$ cat config.mk
export PLATFORM = sky130hd
export DESIGN_NAME = harness_driver
export DESIGN_NICKNAME = d
export VERILOG_FILES = /design/src/rtl/harness_driver.sv
export SDC_FILE = /design/constraint.sdc
export NUM_CORES = 1
export LEC_CHECK = 0
export BUFFER_PORTS_ARGS = -buffer_cell sky130_fd_sc_hd__buf_2
export CAP_MARGIN = 0
export CORE_MARGIN = 2
export CORE_UTILIZATION = 30
export CTS_CLUSTER_SIZE = 10
export DETAILED_ROUTE_END_ITERATION = 8
export PLACE_DENSITY = 0.47
export SLEW_MARGIN = 20
export SYNTH_ARGS = -nofsm -noshare
export SYNTH_HDL_FRONTEND = slang
export SYNTH_SLANG_ARGS = --single-unit
$ cat constraint.sdc
create_clock -name clk -period 7.85 [get_ports clk]
set_clock_uncertainty 0.2 [all_clocks]
set_input_delay 0.3925 -clock clk [delete_from_list [all_inputs] [get_ports clk]]
set_output_delay 0.3925 -clock clk [all_outputs]
set_load 0.1 [all_outputs]
$ cat src/rtl/harness_driver.sv
`default_nettype none
// ============================================================================
//  Module      : harness_driver
//  Description : Host-side sequencer for the byte-serial test harness.
//                Accepts one operand word, writes it byte by byte into the
//                harness input register, waits for the harness to settle,
//                sweeps the output byte select and reassembles the result.
//  Revision    : 1.0  initial release
// ============================================================================
module harness_driver #(
    parameter int LOG2_BYTES_IN  = 3,
    parameter int LOG2_BYTES_OUT = 2,
    parameter int SETTLE_CYCLES  = 2
) (
    input  logic                             clk,
    input  logic                             rst,
    input  logic                             start_valid,
    output logic                             start_ready,
    input  logic [(8<<LOG2_BYTES_IN)-1:0]    operand,
    output logic                             result_valid,
    input  logic                             result_ready,
    output logic [(8<<LOG2_BYTES_OUT)-1:0]   result,
    output logic                             busy,
    output logic [7:0]                       drv_data,
    output logic [7:0]                       drv_sel,
    input  logic [7:0]                       dut_data
);

    localparam int BYTES_IN  = 1 << LOG2_BYTES_IN;
    localparam int BYTES_OUT = 1 << LOG2_BYTES_OUT;
    localparam int OP_W      = 8 * BYTES_IN;
    localparam int RES_W     = 8 * BYTES_OUT;
    // Settle counter only has to reach SETTLE_CYCLES-1; keep at least 1 bit.
    localparam int SET_W     = (SETTLE_CYCLES > 1) ? $clog2(SETTLE_CYCLES) : 1;

    localparam logic [LOG2_BYTES_IN-1:0]  WR_LAST     = LOG2_BYTES_IN'(BYTES_IN - 1);
    localparam logic [LOG2_BYTES_IN-1:0]  WR_ONE      = LOG2_BYTES_IN'(1);
    localparam logic [LOG2_BYTES_OUT-1:0] RD_LAST     = LOG2_BYTES_OUT'(BYTES_OUT - 1);
    localparam logic [LOG2_BYTES_OUT-1:0] RD_ONE      = LOG2_BYTES_OUT'(1);
    localparam logic [SET_W-1:0]          SETTLE_LAST = SET_W'(SETTLE_CYCLES - 1);
    localparam logic [SET_W-1:0]          SET_ONE     = SET_W'(1);

    typedef enum logic [2:0] {
        S_IDLE   = 3'd0,
        S_LOAD   = 3'd1,
        S_SETTLE = 3'd2,
        S_READ   = 3'd3,
        S_DONE   = 3'd4
    } state_t;

    state_t                    state_q,    state_d;
    logic [OP_W-1:0]           operand_q,  operand_d;
    logic [7:0]                drv_data_q, drv_data_d;
    logic [LOG2_BYTES_IN-1:0]  wr_idx_q,   wr_idx_d;
    logic [LOG2_BYTES_OUT-1:0] rd_idx_q,   rd_idx_d;
    logic [SET_W-1:0]          settle_q,   settle_d;
    logic [RES_W-1:0]          result_q,   result_d;

    // Next write/read byte indices; only used when not on the last index,
    // so the natural wrap of the narrow counters is never observed.
    logic [LOG2_BYTES_IN-1:0]  w_wr_next;
    logic [LOG2_BYTES_OUT-1:0] w_rd_next;

    assign w_wr_next = wr_idx_q + WR_ONE;
    assign w_rd_next = rd_idx_q + RD_ONE;

    // State and datapath registers; reset aborts any transaction immediately.
    always_ff @(posedge clk or posedge rst) begin
        if (rst) begin
            state_q    <= S_IDLE;
            operand_q  <= '0;
            drv_data_q <= '0;
            wr_idx_q   <= '0;
            rd_idx_q   <= '0;
            settle_q   <= '0;
            result_q   <= '0;
        end else begin
            state_q    <= state_d;
            operand_q  <= operand_d;
            drv_data_q <= drv_data_d;
            wr_idx_q   <= wr_idx_d;
            rd_idx_q   <= rd_idx_d;
            settle_q   <= settle_d;
            result_q   <= result_d;
        end
    end

    // Sequencer: next-state, counters, byte write/read and handshake flags.
    always_comb begin
        state_d      = state_q;
        operand_d    = operand_q;
        drv_data_d   = drv_data_q;
        wr_idx_d     = wr_idx_q;
        rd_idx_d     = rd_idx_q;
        settle_d     = settle_q;
        result_d     = result_q;
        start_ready  = 1'b0;
        result_valid = 1'b0;
        busy         = 1'b1;

        case (state_q)
            S_IDLE: begin
                start_ready = 1'b1;
                busy        = 1'b0;
                if (start_valid) begin
                    // Byte 0 goes out on the acceptance edge so the first
                    // LOAD cycle already presents it to the harness.
                    operand_d  = operand;
                    drv_data_d = operand[7:0];
                    wr_idx_d   = '0;
                    state_d    = S_LOAD;
                end
            end

            S_LOAD: begin
                if (wr_idx_q == WR_LAST) begin
                    // Last byte stays on the bus: the harness keeps rewriting
                    // the selected byte every clock, which is then harmless.
                    settle_d = '0;
                    state_d  = S_SETTLE;
                end else begin
                    wr_idx_d   = w_wr_next;
                    drv_data_d = operand_q[{w_wr_next, 3'b000} +: 8];
                end
            end

            S_SETTLE: begin
                if (settle_q == SETTLE_LAST) begin
                    rd_idx_d = '0;
                    state_d  = S_READ;
                end else begin
                    settle_d = settle_q + SET_ONE;
                end
            end

            S_READ: begin
                // Harness output mux is combinational from the select, so the
                // byte for the current read index is valid within this cycle.
                result_d[{rd_idx_q, 3'b000} +: 8] = dut_data;
                if (rd_idx_q == RD_LAST) begin
                    state_d = S_DONE;
                end else begin
                    rd_idx_d = w_rd_next;
                end
            end

            S_DONE: begin
                result_valid = 1'b1;
                if (result_ready) begin
                    state_d = S_IDLE;
                end
            end

            default: begin
                state_d = S_IDLE;
            end
        endcase
    end

    // Select bus: write index in the low field, read index from bit 4 up.
    always_comb begin
        drv_sel                         = '0;
        drv_sel[LOG2_BYTES_IN-1:0]      = wr_idx_q;
        drv_sel[4 +: LOG2_BYTES_OUT]    = rd_idx_q;
    end

    assign drv_data = drv_data_q;
    assign result   = result_q;

endmodule
`default_nettype wire
==> impl_metrics.csv <==
group,metric,value,unit
yosys,ys_seq_area_share,52.51,%
die,initial_core_util,30.92,%
critical_path,setup.worst_path.end_class,"register",
timing,hold_violations,0,
place,dp.cells,780,
cts,clock-sinks,113,
timing,max-slew-margin-rel,28.12,%
global_routing,grt_overflow,0,
power_and_ir_drop,comb_power_share,48.6,%
critical_path,ff2ff_path_depth,3,
power_and_ir_drop,clkPwrFrac,21.0,%
place,gp_congestion,0.7797,
critical_path,crit_required,7.94,ns
global_routing,grt_first_pass_wirelength,21.62,mm
die,row_count,48,
global_routing,gr-usage-all-layers,15.33,%
yosys,synthFlopType,"dfrtp_1",
cells_and_area,final_cells,839,
timing,maxSlewViolCount,0,
yosys,syn_inst,457,
cells_and_area,diodes,0,
critical_path,slowest_stage,"and2_4",
detailed_routing,num_vias,3918,
worst_hold_path,hp-class,"input pin to register",
timing,setup_viol,0,
power_and_ir_drop,switching_power,1.497,mW
yosys,avgSynthCellArea,11.78,sq um
yosys,ys_ff_latch,113,
cts,cts_buffer_depth,2,
cts,htree_levels,4,
yosys,muxShareOfSynthArea,22.35,%
cells_and_area,area_growth,28.46,%
detailed_routing,drt_first_pass_iters,4,
critical_path,rrSetupSlack,5.21,ns
cells_and_area,layout.nets,688,
worst_hold_path,whs_endpoint,"operand_q[44]",
yosys,synth-adder-area-share,1.859,%
power_and_ir_drop,vdd_drop_max,0.3069,mV
timing,fin_crit,2.644,ns
cts,ctsResizeCount,0,
cts,post_cts_buffers,0,
die,die_w,138.0,um
power_and_ir_drop,pwr-share-seq,30.4,%
die,die_height,138.0,um
die,io_pins,127,
critical_path,worstSetupPathType,"register to register",
cells_and_area,drive_gt1_share,36.16,%
global_routing,grt_start_max_net_pins,67,
critical_path,r2r-end,"operand_q[21]",
run_status,status,"finished, final reports clean",
timing,fin_crit_sh,33.68,%
cts,cts-buffers-inserted,17,
worst_hold_path,min-delay-start,"operand[44]",
yosys,synth_area,5385,sq um
yosys,synth-xor-area-share,0,%
cells_and_area,most-common-layout-cells,"123 x buf_2, 113 x dfrtp_1, 92 x nand2_1, 44 x o21ai_0, 38 x mux2_4",
cts,cts_root_buf,"clkbuf_16",
critical_path,r2r-start,"state_q[0]",
cts,clkTransAtPathRegs,0.05,ns
cells_and_area,filler_cell_count,1742,
place,dp_hpwl,9.983,mm
flow_run,max_cap_viol_count,0,
yosys,yosys.area_share.simple,10.92,%
yosys,synth_cell_type_count,37,
critical_path,max_stage_delay,0.86,ns
yosys,async_flop_share,100.0,%
detailed_routing,route.detailed.drc,0,
cells_and_area,mostFrequentLayoutCell,"buf_2",
global_routing,grt_pass1_vias,3970,
power_and_ir_drop,internal-power,1.868,mW
critical_path,critPathMaxFanout,66,
detailed_routing,dr.first_iter.drc_count,139,
power_and_ir_drop,swShare,44.48,%
timing,worst_pin_slew,1.078,ns
cells_and_area,final_core_util,39.72,%
die,core-area,17420,sq um
cts,cts_tree,"yes",
power_and_ir_drop,power_density,486.4,nW/um^2
power_and_ir_drop,power_leakage,3.314,nW
die,dieArea,19040,sq um
yosys,synth_warnings,0,
timing,timing.fmax,378.2,MHz
detailed_routing,wl_per_cell,16.44,um
timing,final.setup.tns,0,ns
cts,clk_latency,0.41,ns
timing,rsz0062_at_grt,"false",
detailed_routing,vias_per_cell,4.670,
critical_path,worstPathArrival,2.74,ns
detailed_routing,wirelength,13.79,mm
yosys,synth-compound-area-share,7.505,%
yosys,synth_edf_count,0,
critical_path,crit_chain,"nor3_4, and2_4, mux2_2",
global_routing,antenna_found_initial,0,
worst_hold_path,hold_depth,2,
detailed_routing,antenna_left,0,
place,numPortBuffers,123,
critical_path,critical_path.startpoint_type,"register",
yosys,synth_top_family_by_area,"multiplexers",
through the flow:
step                area (sq um)  power, mW  setup slack (ns)  hold slack (ns)
floorplan                   5393      2.377             4.270           0.2799
global placement            6067      2.649             5.208           0.2562
detailed placement          6067      2.673             5.215           0.2650
CTS                         6908      3.409             5.205       0.00009204
global route                6918      3.563             5.056         0.001182
finish                      6918      3.365             5.206          0.01423
power groups by stage:
stage               sequential (mW)  clock, mW  combinational [mW]
floorplan                      1.44          0               0.940
global placement               1.03          0                1.62
detailed placement             1.03          0                1.64
CTS                            1.03      0.730                1.65
global route                   1.06      0.756                1.75
finish                         1.02      0.708                1.64
Yosys cell counts (3+ instances only):
cell | n | area (sq um)
a21oi_1 | 3 | 15.01
a22oi_1 | 9 | 67.56
a31oi_1 | 8 | 50.05
buf_12 | 5 | 100.1
buf_2 | 9 | 45.04
buf_4 | 8 | 60.06
clkbuf_1 | 4 | 15.01
dfrtp_1 | 113 | 2828
ha_1 | 8 | 100.1
inv_1 | 6 | 22.52
mux2_2 | 26 | 292.8
mux2_4 | 38 | 570.6
mux2i_1 | 34 | 340.3
nand2_1 | 92 | 345.3
nand4_1 | 8 | 50.05
nor2_1 | 14 | 52.55
nor2b_1 | 5 | 31.28
o21ai_0 | 44 | 220.2
cell type report:
type / instances / area (sq um) / area share, %
repair buffers: 154 / 923.4 / 13.35
well taps: 225 / 281.5 / 4.069
multi-input cells: 312 / 2310 / 33.39
clock inverters: 4 / 25.02 / 0.3617
flip-flops and latches: 113 / 2828 / 40.88
clock buffers: 25 / 525.5 / 7.596
inverters: 6 / 25.02 / 0.3617
cells by family after synthesis:
| family | count (synthesis) |
|---|---|
| and+or+nand+nor | 133 |
| DFF | 113 |
| muxes | 98 |
| AOI/OAI and AO/OA | 70 |
| buffers and inverters | 34 |
| adders and majority gates | 8 |
| other | 1 |
metal layers:
| metal | track usage [%] | vias up | share of wire [%] |
|---|---|---|---|
| met3 | 4.569 | 25 | 6.6 |
| met1 | 19.64 | 1881 | 44 |
| li1 | - | 1879 | - |
| met4 | 6.009 | 0 | 2.4 |
| met2 | 24.37 | 133 | 47 |
| met5 | 0 | - | 0 |
how the worst max path moves through the flow:
stage               start             to  slack, ns
3_3_place_gp   state_q[0]  operand_q[20]       5.21
4_1_cts        state_q[0]  operand_q[21]       5.20
3_5_place_dp   state_q[0]  operand_q[19]       5.21
5_1_grt        state_q[0]  operand_q[21]       5.06
2_1_floorplan         rst    drv_data[0]       4.27
6_report       state_q[0]  operand_q[21]       5.21
worst max-delay path, delay by kind of cell, from the launching register on:
family	cells	cell delay [ns]
AND/OR/NAND/NOR	2	1.17
multiplexers	1	0.42
flip-flops	1	0.65
sequential cells by signal (all words and copies together) (netlist names):
register / count
drv_data: 8
operand_q: 64
rd_idx_q: 2
result: 32
settle_q: 1
state_q: 3
wr_idx_q: 3
timing repair:
item	in CTS	in global routing
endpoints found under the setup margin	0	0
hold endpoints to repair	80	1
hold buffers	29	1
Note: power is estimated with default switching activity, not from simulation.
